==> config.mk <==
export PLATFORM = sky130hd
export DESIGN_NAME = onehot_decoder_seq
export DESIGN_NICKNAME = d
export VERILOG_FILES = /design/src/rtl/onehot_decoder_pkg.sv /design/src/rtl/onehot_decoder_seq_dwell_counter.sv /design/src/rtl/onehot_decoder_seq.sv
export SDC_FILE = /design/constraint.sdc
export NUM_CORES = 1
export LEC_CHECK = 0
export ABC_AREA = 1
export CAP_MARGIN = 20
export CORE_AREA = 2 2 63 65
export DETAILED_ROUTE_END_ITERATION = 6
export DIE_AREA = 0 0 65 67
export PLACE_DENSITY_LB_ADDON = 0.08
export SLEW_MARGIN = 20
export SYNTH_ARGS = -nofsm -noshare
export SYNTH_HDL_FRONTEND = slang
export SYNTH_SLANG_ARGS = --single-unit
==> constraint.sdc <==
create_clock -name clk -period 1.3 [get_ports clk]
set_input_delay 0.26 -clock clk [delete_from_list [all_inputs] [get_ports clk]]
set_output_delay 0.26 -clock clk [all_outputs]
set_load 0.005 [all_outputs]
==> src/rtl/onehot_decoder_pkg.sv <==
// ============================================================================
// Module      : onehot_decoder_pkg
// Description : Shared types and the one-hot helper for onehot_decoder_seq.
// Revision    : 1.0 - initial release
// ============================================================================
`default_nettype none

package onehot_decoder_pkg;

    localparam int MAX_SEL_W = 8;
    localparam int MAX_OUT_W = 1 << MAX_SEL_W;

    typedef enum logic {
        MODE_DIRECT = 1'b0,
        MODE_SCAN   = 1'b1
    } mode_e;

    typedef enum logic [0:0] {
        ST_IDLE = 1'b0,
        ST_SCAN = 1'b1
    } state_e;

    // Returns 1<<sel at the widest supported size; callers cast down to OUT_W.
    function automatic logic [MAX_OUT_W-1:0] onehot(input logic [MAX_SEL_W-1:0] sel);
        logic [MAX_OUT_W-1:0] v;
        v      = '0;
        v[sel] = 1'b1;
        return v;
    endfunction

endpackage

`default_nettype wire

==> src/rtl/onehot_decoder_seq_dwell_counter.sv <==
// ============================================================================
// Module      : dwell_counter
// Description : Free-running dwell counter; tick marks the last dwell cycle.
// Revision    : 1.0 - initial release
// ============================================================================
`default_nettype none

module dwell_counter #(
    parameter int CNT_W = 16,
    parameter int DWELL = 100
) (
    input  logic clk,
    input  logic rst_n,
    input  logic clr,
    input  logic run,
    output logic tick
);

    localparam logic [CNT_W-1:0] C_LAST = CNT_W'(DWELL - 1);

    logic [CNT_W-1:0] r_cnt;
    logic             w_at_last;

    assign w_at_last = (r_cnt == C_LAST);
    assign tick      = run & w_at_last;

    always_ff @(posedge clk or negedge rst_n) begin
        if (!rst_n) begin
            r_cnt <= '0;
        end else if (clr) begin
            r_cnt <= '0;
        end else if (run) begin
            r_cnt <= w_at_last ? '0 : r_cnt + CNT_W'(1);
        end
    end

endmodule

`default_nettype wire

==> src/rtl/onehot_decoder_seq.sv <==
// ============================================================================
// Module      : onehot_decoder_seq
// Description : Registered N-to-2^N one-hot decoder with DIRECT and SCAN modes.
// Revision    : 1.0 - initial release
// ============================================================================
`default_nettype none

module onehot_decoder_seq
    import onehot_decoder_pkg::*;
#(
    parameter int SEL_W = 3,
    parameter int DWELL = 100,
    parameter int CNT_W = 16
) (
    input  logic                    clk,
    input  logic                    rst_n,
    input  logic                    en,
    input  logic                    mode,
    input  logic                    start,
    input  logic                    wrap,
    input  logic                    in_valid,
    input  logic [SEL_W-1:0]        in_sel,
    output logic                    in_ready,
    output logic [(1<<SEL_W)-1:0]   out_onehot,
    output logic [SEL_W-1:0]        out_idx,
    output logic                    out_valid,
    output logic                    scan_done
);

    localparam int OUT_W = 1 << SEL_W;
    localparam logic [SEL_W-1:0] C_LAST_IDX = SEL_W'(OUT_W - 1);

    state_e             r_state;
    state_e             w_state_nxt;
    logic [SEL_W-1:0]   r_idx;
    logic [SEL_W-1:0]   w_idx_nxt;
    logic               r_valid;
    logic               w_valid_nxt;
    logic               r_done;
    logic               w_done_nxt;
    logic [OUT_W-1:0]   r_onehot;

    mode_e              w_mode;
    logic               w_idle;
    logic               w_accept;
    logic               w_start;
    logic               w_tick;
    logic               w_cnt_clr;
    logic               w_cnt_run;

    assign w_mode   = mode_e'(mode);
    assign w_idle   = (r_state == ST_IDLE);
    assign in_ready = en & w_idle & (w_mode == MODE_DIRECT);
    assign w_accept = in_valid & in_ready;
    assign w_start  = en & w_idle & (w_mode == MODE_SCAN) & start;

    // Counter sits at zero outside SCAN, so each scan begins with a full dwell.
    assign w_cnt_clr = ~en | w_idle;
    assign w_cnt_run = en & (r_state == ST_SCAN);

    dwell_counter #(
        .CNT_W (CNT_W),
        .DWELL (DWELL)
    ) u_dwell (
        .clk   (clk),
        .rst_n (rst_n),
        .clr   (w_cnt_clr),
        .run   (w_cnt_run),
        .tick  (w_tick)
    );

    always_comb begin
        w_state_nxt = r_state;
        w_idx_nxt   = r_idx;
        w_valid_nxt = r_valid;
        w_done_nxt  = 1'b0;
        if (!en) begin
            w_state_nxt = ST_IDLE;
            w_idx_nxt   = '0;
            w_valid_nxt = 1'b0;
        end else begin
            case (r_state)
                ST_IDLE: begin
                    if (w_start) begin
                        w_state_nxt = ST_SCAN;
                        w_idx_nxt   = '0;
                        w_valid_nxt = 1'b1;
                    end else if (w_accept) begin
                        w_idx_nxt   = in_sel;
                        w_valid_nxt = 1'b1;
                    end
                end
                ST_SCAN: begin
                    if (w_tick) begin
                        if (r_idx != C_LAST_IDX) begin
                            w_idx_nxt = r_idx + SEL_W'(1);
                        end else if (wrap) begin
                            w_idx_nxt = '0;
                        end else begin
                            w_state_nxt = ST_IDLE;
                            w_idx_nxt   = '0;
                            w_valid_nxt = 1'b0;
                            w_done_nxt  = 1'b1;
                        end
                    end
                end
                default: begin
                    w_state_nxt = ST_IDLE;
                    w_idx_nxt   = '0;
                    w_valid_nxt = 1'b0;
                end
            endcase
        end
    end

    // The one-hot vector is rebuilt from the next index so it can never disagree with out_idx.
    always_ff @(posedge clk or negedge rst_n) begin
        if (!rst_n) begin
            r_state  <= ST_IDLE;
            r_idx    <= '0;
            r_valid  <= 1'b0;
            r_done   <= 1'b0;
            r_onehot <= '0;
        end else begin
            r_state  <= w_state_nxt;
            r_idx    <= w_idx_nxt;
            r_valid  <= w_valid_nxt;
            r_done   <= w_done_nxt;
            r_onehot <= w_valid_nxt ? OUT_W'(onehot(MAX_SEL_W'(w_idx_nxt))) : '0;
        end
    end

    assign out_onehot = r_onehot;
    assign out_idx    = r_idx;
    assign out_valid  = r_valid;
    assign scan_done  = r_done;

endmodule

`default_nettype wire

==> metrics.cfg <==
[grt]
grt_max_degree = 31
grt_pass1_wl_um = 7920
grt_antenna_before_repair = 0
grt_pass1_vias = 1762
gr-total-overflow = 0
grt_use_total = 0.240

[layout]
nNetsFinal = 323
diodes = 0
final_core_util = 0.776
syn_to_final_growth_pct = 58.8
drive_gt1_frac = 0.437
fill_cells = 255
seq_area_sq_um = 752
multi_input_area_sq_mm = 0.00108

[timing]
post-route-min-period_ps = 1610
slew_viol_final = 0
skew_ps = 4.95
fmax_ghz = 0.621
min_period_over_period = 1.24
finalHoldViolCount = 0
relSlewSlack = 0.786
worst_pin_slew_ps = 320
setup_viol = 29
rsz0062_at_grt = yes
setup_slack_ps = -311

[clocking]
clk_latency_ps = 280
cts_made_buffers = 5
cts_tree = done
cts_max_path_buffers = 2
cts_hold_buf = 0
root_buffer = clkbuf_8
clkTransAtPathRegs_ps = 70
h-tree-depth = 2
clock-sinks = 30

[synth]
ys_seq_area_frac = 0.426
yosysTopAreaCell = dfrtp_1
syn_avg_cell_area_sq_um = 7.73
synth_area_sq_mm = 0.00176
ys_types = 32
synth_most_common_cell = nand2_1
synthTopCellsByCount = 49 x nand2_1, 45 x nor2_1, 30 x dfrtp_1
yosys_warnings = 0
synthArstFlopShare = 1.00
synth_edf_count = 0
synth_top_area_share = 0.426
synth_area_leaders = dfrtp_1 43%, nand2_1 10%, nor2_1 9.6%
ys.flop_type = dfrtp_1
syn_nets = 241
synth-seq-cells = 30
synth_cells = 228

[floorplan]
start_util = 0.489
die_h_um = 67
die-area_sq_mm = 0.00436
die_x_um = 65
pin_count = 24
core_sq_mm = 0.00361
num_rows = 22

[power_and_ir_drop]
power_density_mw_per_mm2 = 887
cellLeakagePower_nw = 1.36
power_w = 0.00248
ir_drop_mv = 0.611

[worst_setup_path]
critPathArrivalTime_ps = 1790
startpoint = u_dwell.r_cnt[0]$_DFF_PN0_
start_kind = flop
cp_max_fo = 5
cp_data_required_time_ps = 1480
critPathKind = reg2reg
r2r_cells = 12
end_kind = flop
r2r_start = u_dwell.r_cnt[0]$_DFF_PN0_

[routing]
top_layer = met4
wl_met2_um = 2490
drtIter0Drc = 74
dr.pass1.iters = 4
wl_met3_um = 139
met1_length_um = 2030
ant_nets = 0
wl_um = 4690
route.vias.total = 1781
via_per_inst = 4.96
wl_per_cell_um = 13.1
drc = 0

[placement]
port_buffers = 23
gp_congestion = 0.838
dp_hpwl_um = 3130

[outcome]
outcome = finished, violations left
failed_checks = negative setup slack

[run]
drv_cap = 0

[hold_path]
hp-class = in2async

stage by stage:
step	cells	area [sq um]	setup WS, ps	hold WS, ps	setup TNS [ps]
2_1_floorplan	228	1770	-161	-35.6	-1500
3_3_place_gp	340	2370	-519	519	-9680
3_5_place_dp	340	2370	-552	525	-10250
4_1_cts	358	2720	-290	345	-5520
5_1_grt	359	2800	-420	346	-8730
6_report	359	2800	-311	337	-5680
worst paths after layout:
| kind | to | slack (ps) |
|---|---|---|
| max | out_onehot[0]$_DFF_PN0_ | -310 |
| min | u_dwell.r_cnt[13]$_DFF_PN0_ | 340 |
| max reg2reg | out_onehot[0]$_DFF_PN0_ | -310 |
| min reg2reg | u_dwell.r_cnt[14]$_DFF_PN0_ | 580 |
| max in group asynchronous | r_state$_DFF_PN0_ | 790 |
| min in group clk | r_state$_DFF_PN0_ | 530 |
cells by family (layout without fill, tap and decap cells):
logic type | after synthesis | count (layout) | share of synthesized area
simple gates | 144 | 144 | 0.383
buf+inv | 32 | 115 | 0.0823
flops | 30 | 30 | 0.426
compound gates | 12 | 12 | 0.0525
xor+xnor | 7 | 7 | 0.0348
fa+ha+maj | 3 | 3 | 0.0213
flip-flops by register name, summed over array words and instances (netlist names):
register and count:
scan_done 1, out_idx 3, out_valid 1, out_onehot 8, r_state 1, u_dwell.r_cnt 16
timing repair:
item                       4_1_cts  5_1_grt
gates cloned                     0        0
setup buffers                   12        2
setup endpoints to repair       42       31
pin swaps                       32       25
resized for setup               70       19
metal layers:
metal | vias to the layer above | GRT usage
met5 | - | 0
met4 | 0 | 0.0718
met3 | 5 | 0.0456
met2 | 30 | 0.441
met1 | 854 | 0.283
li1 | 892 | -
layout by cell type (no fill, tap or decap), drive strengths merged:
master / n
clkbuf: 7
ha: 3
a31oi: 1
xor2: 6
o21a: 1
o21bai: 1
nand3: 17
bufinv: 2
dfrtp: 30
nor3b: 4
clkinv: 1
nor2: 50
clkdlybuf4s50: 8
o21ai: 4
nor3: 9
a21oi: 3
inv: 29
nand2: 55
buf: 57
xnor2: 1
o211ai: 2
nand4: 8
dlygate4sd2: 11
nor4: 1
report_power, final:
| part | switching, W | internal (W) | total [W] |
|---|---|---|---|
| Combinational | 0.000184 | 0.000151 | 0.000335 |
| Sequential | 0.0000104 | 0.000951 | 0.000961 |
| Clock | 0.000370 | 0.000817 | 0.00119 |
| Total | 0.000565 | 0.00192 | 0.00248 |
critical path, stage by stage (launching register included):
cell	delay [ps]
dfrtp_1	390
ha_4	160
inv_2	30
nor2_1	70
nand2_1	90
nor2_4	170
nand3_4	120
nand2_2	120
nand2_2	70
nand2_2	70
nand3_2	80
nand2_2	90
nor2_1	40
layout make-up:
cell class                 instances  share of cell area
sequential                        30               0.269
inverter                          30              0.0438
multi-input combinational        166               0.384
timing repair buffer              77               0.231
tap                               48              0.0215
clock buffer                       6              0.0295
clock inverter                     2              0.0215
Power figures use the tool's default switching activity.
